[src/rtl/dac_pkg.sv]
// dac_pkg: shared types and constants for the 12-bit DAC SPI writer.
// Holds the FSM state encoding, frame geometry, DAC power-down field
// encodings and the helper that assembles a 16-bit DAC frame.
package dac_pkg;

  typedef enum logic [1:0] {
    IDLE  = 2'd0,
    SHIFT = 2'd1,
    GAP   = 2'd2
  } dac_state_e;

  localparam int FRAME_BITS = 16;
  localparam int DATA_BITS  = 12;

  localparam logic [1:0] PD_NORMAL = 2'b00;
  localparam logic [1:0] PD_1K     = 2'b01;
  localparam logic [1:0] PD_100K   = 2'b10;
  localparam logic [1:0] PD_HIZ    = 2'b11;

  // Frame layout, MSB first: two zero bits, power-down field, sample.
  function automatic logic [FRAME_BITS-1:0] build_frame(
    input logic [1:0]           pd,
    input logic [DATA_BITS-1:0] data
  );
    return {2'b00, pd, data};
  endfunction

endpackage

[src/rtl/dac_write_12bit_sck_gen.sv]
// dac_sck_gen: SCK generator for the DAC writer.
// While enabled, SCK toggles every CLK_DIV clk cycles; the cycle before each
// toggle raises a one-cycle sck_fall_o / sck_rise_o strobe so the FSM can act
// on the same edge SCK changes. When disabled, SCK is held high and the
// half-period counter is reloaded, so every frame starts from a clean phase.
module dac_sck_gen
  import dac_pkg::*;
#(
  parameter int CLK_DIV = 1
) (
  input  logic clk,
  input  logic rst,
  input  logic en_i,
  output logic sck_o,
  output logic sck_fall_o,
  output logic sck_rise_o
);

  localparam int            HW     = $clog2(CLK_DIV + 1);
  localparam logic [HW-1:0] H_LAST = HW'(CLK_DIV - 1);

  logic [HW-1:0] hcnt_q, hcnt_d;
  logic          sck_q, sck_d;
  logic          tick_s;

  assign tick_s     = en_i && (hcnt_q == H_LAST);
  assign sck_fall_o = tick_s && sck_q;
  assign sck_rise_o = tick_s && !sck_q;
  assign sck_o      = sck_q;

  // Next half-period count and SCK level; idle forces SCK high and reloads.
  always_comb begin
    hcnt_d = hcnt_q;
    sck_d  = sck_q;
    if (!en_i) begin
      hcnt_d = {HW{1'b0}};
      sck_d  = 1'b1;
    end else if (tick_s) begin
      hcnt_d = {HW{1'b0}};
      sck_d  = !sck_q;
    end else begin
      hcnt_d = hcnt_q + HW'(1'b1);
    end
  end

  // Half-period counter and SCK register; reset leaves SCK idling high.
  always_ff @(posedge clk or negedge rst) begin
    if (!rst) begin
      hcnt_q <= {HW{1'b0}};
      sck_q  <= 1'b1;
    end else begin
      hcnt_q <= hcnt_d;
      sck_q  <= sck_d;
    end
  end

endmodule

[src/rtl/dac_write_12bit.sv]
// dac_write_12bit: SPI master feeding 12-bit samples to an external DAC.
// Words enter a one-entry holding register over valid/ready and are sent as
// 16-bit frames (00, pd, data) on CS/SCK/SDI. The holding register refills
// while a frame shifts, so back-to-back frames are separated only by the
// CS_GAP high time.
// Optional feature macro: DAC_PD_CTRL_EN adds the pd_mode port whose value is
// captured with each word and sent in frame bits 13:12; without it those
// bits are 00 (normal operation).
module dac_write_12bit
  import dac_pkg::*;
#(
  parameter int CLK_DIV = 1,
  parameter int CS_GAP  = 2
) (
  input  logic        clk,
  input  logic        rst,
  input  logic [11:0] data_in,
  input  logic        data_valid,
  output logic        data_ready,
`ifdef DAC_PD_CTRL_EN
  input  logic [1:0]  pd_mode,
`endif
  output logic        CS,
  output logic        SCK,
  output logic        SDI,
  output logic        busy,
  output logic        frame_done
);

  // The IDLE cycle between GAP and the next SHIFT also keeps CS high, so the
  // GAP state itself lasts CS_GAP-1 cycles (at least one).
  localparam int            GW       = $clog2(CS_GAP + 1);
  localparam logic [GW-1:0] GAP_LAST = GW'((CS_GAP > 1) ? (CS_GAP - 2) : 0);
  localparam logic [4:0]    LAST_BIT = 5'(FRAME_BITS);

  dac_state_e state_q, state_d;

  logic [4:0]            bit_cnt_q, bit_cnt_d;
  logic [GW-1:0]         gap_cnt_q, gap_cnt_d;
  logic [FRAME_BITS-1:0] shift_q, shift_d;
  logic                  sdi_q, sdi_d;
  logic                  cs_q, cs_d;
  logic                  done_q, done_d;
  logic                  busy_q, busy_d;
  logic                  hold_empty_q, hold_empty_d;
  logic [DATA_BITS-1:0]  hold_data_q, hold_data_d;

  logic                  accept_s;
  logic                  load_s;
  logic                  sck_en_s;
  logic                  sck_s;
  logic                  sck_fall_s;
  logic                  sck_rise_s;
  logic [1:0]            frame_pd_s;
  logic [FRAME_BITS-1:0] frame_s;

  assign accept_s = data_valid && hold_empty_q;
  assign sck_en_s = (state_q == SHIFT);
  assign frame_s  = build_frame(frame_pd_s, hold_data_q);

  assign data_ready = hold_empty_q;
  assign CS         = cs_q;
  assign SCK        = sck_s;
  assign SDI        = sdi_q;
  assign busy       = busy_q;
  assign frame_done = done_q;

  dac_sck_gen #(
    .CLK_DIV(CLK_DIV)
  ) u_sck_gen (
    .clk       (clk),
    .rst       (rst),
    .en_i      (sck_en_s),
    .sck_o     (sck_s),
    .sck_fall_o(sck_fall_s),
    .sck_rise_o(sck_rise_s)
  );

`ifdef DAC_PD_CTRL_EN
  logic [1:0] hold_pd_q, hold_pd_d;

  assign frame_pd_s = hold_pd_q;

  // Power-down field travels with the sample through the holding register.
  always_comb begin
    hold_pd_d = hold_pd_q;
    if (accept_s) begin
      hold_pd_d = pd_mode;
    end else if (load_s) begin
      hold_pd_d = PD_NORMAL;
    end else begin
      hold_pd_d = hold_pd_q;
    end
  end

  // Power-down field register.
  always_ff @(posedge clk or negedge rst) begin
    if (!rst) begin
      hold_pd_q <= PD_NORMAL;
    end else begin
      hold_pd_q <= hold_pd_d;
    end
  end
`else
  assign frame_pd_s = PD_NORMAL;
`endif

  // Holding register: fill on accept, empty when the FSM takes the word.
  // Accept needs empty and load needs full, so the two never coincide.
  always_comb begin
    hold_empty_d = hold_empty_q;
    hold_data_d  = hold_data_q;
    if (accept_s) begin
      hold_empty_d = 1'b0;
      hold_data_d  = data_in;
    end else if (load_s) begin
      hold_empty_d = 1'b1;
      hold_data_d  = {DATA_BITS{1'b0}};
    end else begin
      hold_empty_d = hold_empty_q;
    end
  end

  // Frame FSM: start a frame from a full holding register, shift on SCK
  // strobes, close the frame on the rise after the 16th fall, then hold CS
  // high for the gap.
  always_comb begin
    state_d   = state_q;
    bit_cnt_d = bit_cnt_q;
    gap_cnt_d = gap_cnt_q;
    shift_d   = shift_q;
    sdi_d     = sdi_q;
    cs_d      = cs_q;
    done_d    = 1'b0;
    load_s    = 1'b0;
    case (state_q)
      IDLE: begin
        cs_d  = 1'b1;
        sdi_d = 1'b0;
        if (!hold_empty_q) begin
          state_d   = SHIFT;
          shift_d   = frame_s;
          sdi_d     = frame_s[FRAME_BITS-1];
          cs_d      = 1'b0;
          bit_cnt_d = 5'd0;
          load_s    = 1'b1;
        end else begin
          state_d = IDLE;
        end
      end
      SHIFT: begin
        if (sck_fall_s) begin
          bit_cnt_d = bit_cnt_q + 5'd1;
        end else if (sck_rise_s) begin
          if (bit_cnt_q == LAST_BIT) begin
            state_d   = GAP;
            cs_d      = 1'b1;
            sdi_d     = 1'b0;
            done_d    = 1'b1;
            gap_cnt_d = {GW{1'b0}};
          end else begin
            shift_d = {shift_q[FRAME_BITS-2:0], 1'b0};
            sdi_d   = shift_q[FRAME_BITS-2];
          end
        end else begin
          state_d = SHIFT;
        end
      end
      GAP: begin
        if (gap_cnt_q == GAP_LAST) begin
          state_d = IDLE;
        end else begin
          gap_cnt_d = gap_cnt_q + GW'(1'b1);
        end
      end
      default: begin
        state_d = IDLE;
        cs_d    = 1'b1;
        sdi_d   = 1'b0;
      end
    endcase
    busy_d = (state_d != IDLE);
  end

  // State and output registers; reset drops straight back to an idle bus.
  always_ff @(posedge clk or negedge rst) begin
    if (!rst) begin
      state_q      <= IDLE;
      bit_cnt_q    <= 5'd0;
      gap_cnt_q    <= {GW{1'b0}};
      shift_q      <= {FRAME_BITS{1'b0}};
      sdi_q        <= 1'b0;
      cs_q         <= 1'b1;
      done_q       <= 1'b0;
      busy_q       <= 1'b0;
      hold_empty_q <= 1'b1;
      hold_data_q  <= {DATA_BITS{1'b0}};
    end else begin
      state_q      <= state_d;
      bit_cnt_q    <= bit_cnt_d;
      gap_cnt_q    <= gap_cnt_d;
      shift_q      <= shift_d;
      sdi_q        <= sdi_d;
      cs_q         <= cs_d;
      done_q       <= done_d;
      busy_q       <= busy_d;
      hold_empty_q <= hold_empty_d;
      hold_data_q  <= hold_data_d;
    end
  end

endmodule

[config.mk]
export PLATFORM = sky130hd
export DESIGN_NAME = dac_write_12bit
export DESIGN_NICKNAME = d
export VERILOG_FILES = /design/src/rtl/dac_pkg.sv /design/src/rtl/dac_write_12bit_sck_gen.sv /design/src/rtl/dac_write_12bit.sv
export SDC_FILE = /design/constraint.sdc
export NUM_CORES = 1
export LEC_CHECK = 0
export BUFFER_PORTS_ARGS = -buffer_cell sky130_fd_sc_hd__buf_2
export CORE_MARGIN = 4
export CORE_UTILIZATION = 50
export CTS_CLUSTER_DIAMETER = 40
export DETAILED_ROUTE_END_ITERATION = 8
export PLACE_DENSITY_LB_ADDON = 0.08
export SETUP_SLACK_MARGIN = 0.3
export SLEW_MARGIN = 10
export SYNTH_ARGS = -nofsm -noshare
export SYNTH_HDL_FRONTEND = slang
export SYNTH_HIERARCHICAL = 1
export SYNTH_SLANG_ARGS = --single-unit
[constraint.sdc]
create_clock -name clk -period 2.1 [get_ports clk]
set_input_delay 0.42 -clock clk [delete_from_list [all_inputs] [get_ports clk]]
set_output_delay 0.42 -clock clk [all_outputs]
set_load 0.005 [all_outputs]
; After elaboration in Yosys (flattened, before gate mapping)
; Index checks and enable logic that the tools add are counted.
[word_totals]
register_bits = 43
input_bits = 15
wordCells = 86
[classes]
n_addsub = 3
eq_ne = 11
muxes = 42
bitwise = 2
reduce_logical = 16
[ops]
columns = op, count
row1 = 2-to-1 mux 15 bit, 4
row2 = case mux 15 bit (2 select lines), 1
row3 = 2-to-1 mux 12 bit, 2
row4 = 2-to-1 mux 1 bit, 20
row5 = 2-to-1 mux 2 bit, 8
row6 = "!= test 2 bit, second input constant", 8
row7 = 2-to-1 mux 5 bit, 2
row8 = case mux 5 bit (2 select lines), 1
row9 = AND reduction 5 bit, 2
row10 = nonzero test 2 bit, 4
row11 = case mux 2 bit (3 select lines), 1
row12 = AND reduction 3 bit, 2
row13 = "adder 5 x 1 -> 5 bit, second input constant", 1
row14 = "== test 5 bit, second input constant", 1
row15 = logical AND 1 bit, 4
row16 = zero test 2 bit, 2
row17 = case mux 2 bit (2 select lines), 1
row18 = AND reduction 4 bit, 1
row19 = case mux 1 bit (3 select lines), 1
row20 = "adder 2 x 1 -> 2 bit, second input constant", 1
row21 = "== test 2 x 1 -> 1 bit, second input constant", 1
row22 = "== test 2 bit, second input constant", 1
row23 = inverter 1 bit, 2
row24 = case mux 1 bit (2 select lines), 1
row25 = other kinds (2), 2

; Longest topological paths before layout
; Gate-level depths: netlist (run 1).
[logic_depth]
word_depth = 7
ltp_mapped = 10
mapped_depth_nobuf = 7

; Hierarchy
; Netlist (run 1), hierarchy kept.
[by_module_without_submodules]
columns = module, n_inst, cells_each, area_per_inst_um2, seq_area_each_um2
row1 = dac_write_12bit, 1, 190, 2173.3, 1028.5
row2 = dac_sck_gen, 1, 7, 85.1, 51.3

; Least setup slack after synthesis (run 1)
; OpenSTA, ideal clock, no wires.
[synth_timing]
path_kind = flip-flop to flip-flop
from = register state_q[1]
to = register shift_q[10]
setup_time_ns = 0.125
arrival_time_ns = 2.126
t_required_ns = 1.975
slack_ns = -0.151
stages_incl_launch_ff = 10
n_path_buf = 2
period_less_slack_ns = 2.251
path_cell_list = dfrtp_1 -> inv_1 -> ha_1 -> nor3b_1 -> nand2b_4 -> nand2_1 -> or3b_1 -> buf_6 -> buf_12 -> mux2_4
[synth_between]
elab_chain_cells = 5
[synth_rtl]
columns = element, line_no
row1 = start: declaration, dac_write_12bit.sv:36  ; dac_state_e state_q, state_d;
row2 = start signal: assignment, dac_write_12bit.sv:199  ; state_q <= state_d;
row3 = == test 2 x 1 -> 1 bit, dac_write_12bit.sv:58  ; assign sck_en_s = (state_q == SHIFT);
row4 = named net sck_en_s, dac_write_12bit.sv:50  ; logic sck_en_s;
row5 = logical AND 1 bit, dac_write_12bit_sck_gen.sv:26  ; assign tick_s = en_i && (hcnt_q == H_LAST);
row6 = logical AND 1 bit, dac_write_12bit_sck_gen.sv:28  ; assign sck_rise_o = tick_s && !sck_q;
row7 = named net sck_rise_s, dac_write_12bit.sv:53  ; logic sck_rise_s;
row8 = != test 2 bit (no source line), n/a
row9 = AND reduction 5 bit (no source line), n/a
row10 = end signal: assignment, dac_write_12bit.sv:191  ; shift_q <= {FRAME_BITS{1'b0}};
row11 = end signal: assignment, dac_write_12bit.sv:202  ; shift_q <= shift_d;
row12 = end: declaration, dac_write_12bit.sv:40  ; logic [FRAME_BITS-1:0] shift_q, shift_d;
; The timed path passes the listed nets, and every way through them passes these cells.
; A chain may end at the register's enable or synchronous reset.

; Final worst setup path (run 1)
[layout_timing]
from = register state_q[0]
to = register shift_q[1]
[layout_between]
elab_chain_cells = 5
[layout_rtl]
columns = element, line_no
row1 = == test 2 x 1 -> 1 bit, dac_write_12bit.sv:58
row2 = named net sck_en_s, dac_write_12bit.sv:50
row3 = logical AND 1 bit, dac_write_12bit_sck_gen.sv:26
row4 = logical AND 1 bit, dac_write_12bit_sck_gen.sv:27  ; assign sck_fall_o = tick_s && sck_q;
row5 = named net sck_fall_s, dac_write_12bit.sv:52  ; logic sck_fall_s;
row6 = != test 2 bit (no source line), n/a
row7 = AND reduction 5 bit (no source line), n/a
; The timed path passes the listed nets, and every way through them passes these cells.

==> Flow_metrics.wiki, run 1 <==
{| class="wikitable"
! Metric !! Value
|-
| Number of placement rows || 24
|-
| Layout Nets || 260
|-
| YS warnings || 6
|-
| Number of antenna violations at the first check in global routing || 0
|-
| Remaining global-route overflow || 0
|-
| Total negative slack || 0 ns
|-
| Wire length of the first global-routing pass || 7.27 mm
|-
| Total power after layout || 3540 uW
|-
| Share of the cycle needed by the critical path after routing || 95.8%
|-
| Prevailing post-synth register cell || sky130_fd_sc_hd__dfrtp_1
|-
| Number of distinct library cells after synthesis || 38
|-
| Number of buffer and inverter instances along the worst setup path || 1
|-
| Area inside the core boundary || 4350 um^2
|-
| Overall routing resource usage || 17.1%
|-
| Count of buffers inserted at the top-level ports || 20
|-
| Static power due to leakage || 0.00132 uW
|-
| Number of top-level pins || 21
|-
| Count of TritonRoute iterations in the first routing pass || 4
|-
| Vias after detailed routing || 1592
|-
| DRT Wirelength || 4.60 mm
|-
| Finish-stage setup viols || 0
|-
| Clk_lat worst skew || 0.29 ns
|-
| Worst Hold Slack || 0.0763 ns
|-
| Fraction of the yosys area taken by sequential cells || 47.8%
|-
| Clock Tree Buf Depth || 2
|-
| Half-perimeter wire length of the detailed placement result || 3.14 mm
|-
| Smallest setup slack after layout || 0.0878 ns
|-
| Largest net degree at the start of global routing || 22
|-
| Kind of path behind the tightest hold check || in2async
|-
| Critical path required time || 2.28 ns
|-
| DR DRC count || 0
|-
| Hold_buf cts || 0
|-
| Summed area of non-filler cells in the final layout || 2720 um^2
|-
| Clock tree from TritonCTS || yes
|-
| Share of synthesized flip-flops with an asynchronous set or reset || 100%
|-
| Worst clock skew || 0.00333 ns
|-
| Final estimated routing congestion in global placement || 0.726
|-
| Number of CTS-inserted buffers || 5
|-
| Detail Route Antenna Nets || 0
|-
| Cell type group with the largest total delay on the critical path || simple AND/OR/NAND/NOR gates
|-
| DR vias/cell || 5.47
|-
| Horiz. Die Dim || 75.2 um
|-
| Syn Inst Count || 197
|-
| Type of the worst setup path || reg2reg
|-
| Placed cell area || 2470 um^2
|-
| Total of flip-flops plus latches after synthesis || 43
|-
| CTS clk-pin slew, worst paths || 0.08 ns
|-
| Number of enable-type register cells in the synthesized netlist || 0
|-
| Number of hold violations in the final report || 0
|-
| Unrepaired setup endpoints after global routing || true
|-
| Post-place setup slack || 0.0161 ns
|-
| Total Die Area || 5660 um^2
|-
| Fmax achieved || 0.497 GHz
|-
| Endpoint type of the worst setup path || register
|-
| Slowest Stage Delay on Critical Path || 0.44 ns
|-
| Maximum Capacitance Violations || 0
|-
| PwrDens || 1300 nW/um^2
|-
| Cell area after technology mapping || 2260 um^2
|-
| Via count of the first global-routing pass || 1559
|-
| Number of clock sinks seen by CTS || 43
|-
| Post-Syn Area per Cell || 11.5 um^2
|-
| Max stage delay cell, worst path || sky130_fd_sc_hd__dfrtp_2
|-
| Post-layout min period || 2.01 ns
|-
| Critical Path Start Type || register
|-
| List of cells traversed by the critical path || ha_4 > and3b_2 > nand2b_4 > nand2_2 > or3b_4 > buf_12 > mux2_4
|-
| Starting Density || 51.9%
|-
| Share of cells above drive strength 1 || 43.5%
|-
| Buffer type at the clock tree root || sky130_fd_sc_hd__clkbuf_8
|-
| Worst vdd ir || 0.000747 V
|-
| Max-slew violation count || 0
|-
| Largest driver fanout on the critical path || 7
|-
| 1st-iter DRT viols || 38
|-
| Post-DR wirelength/cell || 15.8 um
|-
| Post-synthesis to final-layout area growth || 20.2%
|-
| Run status || complete, no violations
|-
| Net Count, Synth || 219
|-
| Critical path arrival || 2.19 ns
|-
| Final antenna diode count || 0
|-
| Vert. Die Dim || 75.2 um
|-
| Htree depth || 2
|}
==> cell usage in the layout (no fill, tap or decap), types with 2 or more instances in the layout <==
master / Yosys / layout
sky130_fd_sc_hd__buf_4: 0 / 22
sky130_fd_sc_hd__nor2_1: 4 / 4
sky130_fd_sc_hd__a22o_1: 8 / 8
sky130_fd_sc_hd__dfstp_2: 3 / 3
sky130_fd_sc_hd__o21ai_0: 12 / 12
sky130_fd_sc_hd__ha_1: 7 / 5
sky130_fd_sc_hd__clkbuf_8: 0 / 7
sky130_fd_sc_hd__nand4_1: 2 / 2
sky130_fd_sc_hd__nand2b_1: 8 / 8
sky130_fd_sc_hd__mux2i_1: 5 / 5
sky130_fd_sc_hd__mux2_4: 6 / 6
sky130_fd_sc_hd__nand2_1: 23 / 22
sky130_fd_sc_hd__buf_2: 3 / 20
sky130_fd_sc_hd__dfrtp_1: 40 / 39
sky130_fd_sc_hd__mux2_2: 28 / 28
sky130_fd_sc_hd__a21oi_1: 5 / 3
sky130_fd_sc_hd__a31oi_1: 2 / 2
sky130_fd_sc_hd__inv_1: 13 / 12
sky130_fd_sc_hd__or3_1: 2 / 2
sky130_fd_sc_hd__a21oi_2: 0 / 2
sky130_fd_sc_hd__nand3_1: 3 / 3
==> logic make-up after synthesis <==
kind of cell / Yosys count / share of synthesized area, %
AND/OR/NAND/NOR: 48 / 11.7
flip-flops: 43 / 47.8
multiplexers: 39 / 20.2
AO/OA/AOI/OAI: 35 / 10.5
buffers and inverters: 23 / 5.37
adder cells (fa/ha/maj): 7 / 3.88
other: 1 / 0.166
XOR/XNOR: 1 / 0.388
==> flip-flops by register name, indices dropped and copies added (netlist names) <==
| register | flops |
|---|---|
| shift_q | 15 |
| hold_data_q | 12 |
| bit_cnt_q | 5 |
| gap_cnt_q | 2 |
| state_q | 2 |
| CS | 1 |
| SDI | 1 |
| busy | 1 |
| data_ready | 1 |
| frame_done | 1 |
| u_sck_gen/hcnt_q | 1 |
| u_sck_gen/sck_o | 1 |
==> layout make-up <==
class | instances | area [um^2]
clock buffer | 8 | 100
fill | 355 | 1640
inverter | 13 | 48.8
multi-input combinational | 131 | 1110
sequential | 43 | 1080
tap | 52 | 65.1
timing repair buffer | 44 | 310
==> path summary, 6_finish.rpt <==
| kind | endpoint | cells past startpoint | start | slack [ns] |
|---|---|---|---|---|
| setup / recovery | shift_q[1] | 7 | state_q[0] | 0.09 |
| hold / removal | bit_cnt_q[3] | 1 | rst | 0.08 |
| setup reg to reg | shift_q[1] | 7 | state_q[0] | 0.09 |
| hold reg to reg | shift_q[0] | 1 | shift_q[0] | 0.51 |
| max in group asynchronous | data_ready | 2 | rst | 1.39 |
| min in group clk | hold_data_q[7] | 2 | data_in[7] | 0.39 |
==> layer usage <==
layer / share of wire [%] / vias up / GRT usage, %
li1: - / 767 / -
met1: 45 / 785 / 21.9
met2: 49 / 30 / 28.1
met3: 3.8 / 10 / 4.14
met4: 1.9 / 0 / 6.41
met5: 0 / - / 0
==> through the flow <==
stage,util (%),instances
floorplan,-,197
global placement,56.8,272
global route,62.4,291
finish,62.4,291
detailed placement,56.8,272
CTS,60.2,283
==> worst register-to-register path: cells and delay by family (launching register included) <==
kind	cells	cell delay [ns]
adders and majority gates	1	0.18
buffers and inverters	1	0.16
DFF	1	0.44
muxes	1	0.29
and+or+nand+nor	4	0.83
==> synthesized netlist by cell type, drive strengths merged (3+ instances only) <==
master   n  area share (%)
dfrtp   40              44
mux2    34              18
nand2   23             3.8
inv     13             2.2
o21ai   13             3.0
a22o     9             3.5
nand2b   9             2.8
buf      7             2.7
ha       7             3.9
a21oi    5             1.1
mux2i    5             2.2
nor2     5            0.94
clkbuf   3            0.50
dfstp    3             3.5
nand3    3            0.66
==> where the power goes <==
group / leakage (uW) / switching, uW / internal (uW)
combinational: 0.000712 / 714 / 924
sequential: 0.000557 / 215 / 1110
clock: 0.0000515 / 276 / 300
total: 0.00132 / 1200 / 2340
==> timing repair <==
action | CTS | global route
endpoints found under the setup margin | 18 | 19
gates cloned | 0 | 1
pin swaps | 1 | 3
buffers inserted | 3 | 7
resized for setup | 6 | 4
Power figures use the tool's default switching activity.
==> run 2, diff against run 1 <==
--- a/config.mk
+++ b/config.mk
@@ -7,7 +7,7 @@
 export LEC_CHECK = 0
 export BUFFER_PORTS_ARGS = -buffer_cell sky130_fd_sc_hd__buf_2
 export CORE_MARGIN = 4
-export CORE_UTILIZATION = 50
+export CORE_UTILIZATION = 63
 export CTS_CLUSTER_DIAMETER = 40
 export DETAILED_ROUTE_END_ITERATION = 8
 export PLACE_DENSITY_LB_ADDON = 0.08
==> constraint.sdc (replaced) <==
create_clock -name clk -period 2.6 [get_ports clk]
set_input_delay 0.52 -clock clk [delete_from_list [all_inputs] [get_ports clk]]
set_output_delay 0.52 -clock clk [all_outputs]
set_load 0.005 [all_outputs]
==> run 2 against run 1 <==
Global-route usage is 5.1 points higher; highest routed layer unchanged; wire length is 4.5% lower; worst setup slack better by 0.30 ns; clock skew is 0.0059 ns higher; via count is 1.9% lower; sequential share of layout area is 3.3 points higher; largest power group unchanged; critical endpoint is now shift_q[9]; final cell count is 7.6% lower; sequential power is 21% lower; register-to-register slack better by 0.30 ns; total power is 26% lower.
==> Flow_metrics.wiki, run 2 (synthesis results as in run 1) <==
{| class="wikitable"
! Metric !! Value
|-
| Run status || complete, no violations
|-
| Measured slew at the worst slew-check pin || 0.914 ns
|-
| Type of the worst setup path || reg2reg
|-
| Post-place setup slack || 0.254 ns
|-
| Largest driver fanout on the critical path || 15
|-
| Commonest cells after routing, fill and taps aside || sky130_fd_sc_hd__dfrtp_1, sky130_fd_sc_hd__mux2_2, sky130_fd_sc_hd__nand2_1
|-
| Registers with the most flip-flops || shift_q x15, hold_data_q x12, bit_cnt_q x5
|-
| Launching point of the worst reg2reg path || state_q[1]
|-
| Htree depth || 2
|-
| Layout fillers || 241
|-
| Share of the cycle needed by the critical path after routing || 85.0%
|-
| Layout Nets || 244
|-
| Cell type group with the largest total delay on the critical path || simple AND/OR/NAND/NOR gates
|-
| Placed cell area || 2370 um^2
|-
| Finish-stage setup viols || 0
|-
| Slowest Stage Delay on Critical Path || 0.41 ns
|-
| Number of clock sinks seen by CTS || 43
|-
| Final estimated routing congestion in global placement || 0.870
|-
| Unrepaired setup endpoints after global routing || false
|-
| Smallest setup slack after layout || 0.391 ns
|-
| Max stage delay cell, worst path || sky130_fd_sc_hd__dfrtp_1
|-
| Endpoint type of the worst setup path || register
|-
| Vert. Die Dim || 67.9 um
|-
| Area inside the core boundary || 3390 um^2
|-
| Number of antenna violations at the first check in global routing || 0
|-
| Clock tree from TritonCTS || yes
|-
| Clk_lat worst skew || 0.36 ns
|-
| Half-perimeter wire length of the detailed placement result || 3.06 mm
|-
| Fmax achieved || 0.453 GHz
|-
| Worst clock skew || 0.00924 ns
|-
| Critical path required time || 2.85 ns
|-
| Non-filler instance count after layout || 269
|-
| Via count of the first global-routing pass || 1651
|-
| Worst Reg-to-Reg Cells || 8
|-
| Worst R2R End || shift_q[9]
|-
| Post-DR wirelength/cell || 16.3 um
|-
| Total Die Area || 4610 um^2
|-
| Largest net degree at the start of global routing || 44
|-
| Share of cells above drive strength 1 || 36.8%
|-
| DR vias/cell || 5.80
|-
| # placed instances || 257
|-
| Hold_buf cts || 0
|-
| Final antenna diode count || 0
|-
| Overall routing resource usage || 22.2%
|-
| Number of hold violations in the final report || 0
|-
| Number of buffer and inverter instances along the worst setup path || 2
|-
| Total negative slack || 0 ns
|-
| Number of flip-flops in the largest register || 15
|-
| DRT Wirelength || 4.40 mm
|-
| List of cells traversed by the critical path || inv_1 > ha_1 > and3b_2 > nand2b_4 > nand2_1 > or3b_1 > buf_6 > mux2_4
|-
| Remaining global-route overflow || 0
|-
| Number of CTS-inserted buffers || 5
|-
| Horiz. Die Dim || 67.9 um
|-
| Maximum Capacitance Violations || 0
|-
| Wire length of the first global-routing pass || 7.57 mm
|-
| Post-layout min period || 2.21 ns
|-
| Kind of path behind the tightest hold check || in2async
|-
| Vias after detailed routing || 1561
|-
| Critical Path Start Type || register
|-
| PwrDens || 1040 nW/um^2
|-
| Post-layout util || 74.0%
|-
| Max-slew violation count || 0
|-
| Static power due to leakage || 0.00122 uW
|-
| Worst R2R Setup Slack || 0.39 ns
|-
| DR DRC count || 0
|-
| Critical path arrival || 2.46 ns
|-
| Detail Route Antenna Nets || 0
|-
| Count of buffers inserted at the top-level ports || 20
|-
| Count of TritonRoute iterations in the first routing pass || 4
|-
| Worst vdd ir || 0.000609 V
|-
| Number of placement rows || 21
|-
| Register with the most flip-flops || shift_q
|-
| Clock Tree Buf Depth || 2
|-
| Buffer type at the clock tree root || sky130_fd_sc_hd__clkbuf_4
|-
| Number of top-level pins || 21
|-
| Summed area of non-filler cells in the final layout || 2510 um^2
|-
| CTS clk-pin slew, worst paths || 0.13 ns
|-
| Starting Density || 66.6%
|-
| Slew margin rel. || 39.1%
|-
| Commonest non-fill, non-tap cell in the layout || sky130_fd_sc_hd__dfrtp_1
|-
| Post-synthesis to final-layout area growth || 11.1%
|-
| 1st-iter DRT viols || 92
|}
[run 2: cell count changes in the layout (fill, tap and decap cells not counted), sizes merged]
cell | previous run | this run
buf | 43 | 28
clkinv | 0 | 1
clkbuf | 9 | 6
bufinv | 0 | 1
[run 2: worst max path at each step]
stage	start	to	slack, ns	cells past startpoint
6_report	state_q[1]	shift_q[9]	0.39	8
5_1_grt	state_q[1]	shift_q[9]	0.31	8
4_1_cts	state_q[1]	shift_q[9]	0.30	8
3_5_place_dp	state_q[1]	shift_q[1]	0.25	8
3_3_place_gp	state_q[0]	shift_q[11]	0.38	7
2_1_floorplan	state_q[1]	shift_q[10]	0.35	9
[run 2: timing repair]
action	CTS	global route
endpoints found under the setup margin	11	12
buffers inserted	0	4
gates resized for setup	2	3
pin swaps	0	1
[run 2: layout make-up]
type / count / area [um^2] / share of cell area [%]
flip-flops and latches: 43 / 1080 / 43.1
clock buffers: 6 / 51.3 / 2.04
multi-input cells: 131 / 1070 / 42.7
repair buffers: 28 / 164 / 6.53
clock inverters: 2 / 35.0 / 1.40
inverters: 13 / 48.8 / 1.95
well taps: 46 / 57.6 / 2.29
[run 2: per-stage QoR]
stage	power [uW]	hold slack, ns
after floorplan	1920	0.224
after global placement	2070	0.477
after detailed placement	2130	0.489
after CTS	2590	0.311
after global routing	2790	0.335
final	2610	0.277
[run 2: worst reg2reg max path: stages (launching register included)]
cell	delay (ns)
sky130_fd_sc_hd__dfrtp_1	0.41
sky130_fd_sc_hd__inv_1	0.09
sky130_fd_sc_hd__ha_1	0.23
sky130_fd_sc_hd__and3b_2	0.25
sky130_fd_sc_hd__nand2b_4	0.16
sky130_fd_sc_hd__nand2_1	0.09
sky130_fd_sc_hd__or3b_1	0.38
sky130_fd_sc_hd__buf_6	0.18
sky130_fd_sc_hd__mux2_4	0.30
[run 2: where the power goes]
group	switching [uW]	internal (uW)	total [uW]	leakage, uW
clock	219	227	446	0.0000482
sequential	157	897	1050	0.000557
combinational	545	563	1110	0.000615
total	921	1690	2610	0.00122
[run 2: layer usage]
| layer | part of all wire, % | vias up | GRT usage [%] |
|---|---|---|---|
| li1 | - | 736 | - |
| met1 | 44 | 772 | 26.6 |
| met2 | 49 | 40 | 38.2 |
| met3 | 4.1 | 13 | 4.43 |
| met4 | 2.9 | 0 | 10.7 |
| met5 | 0 | - | 0 |
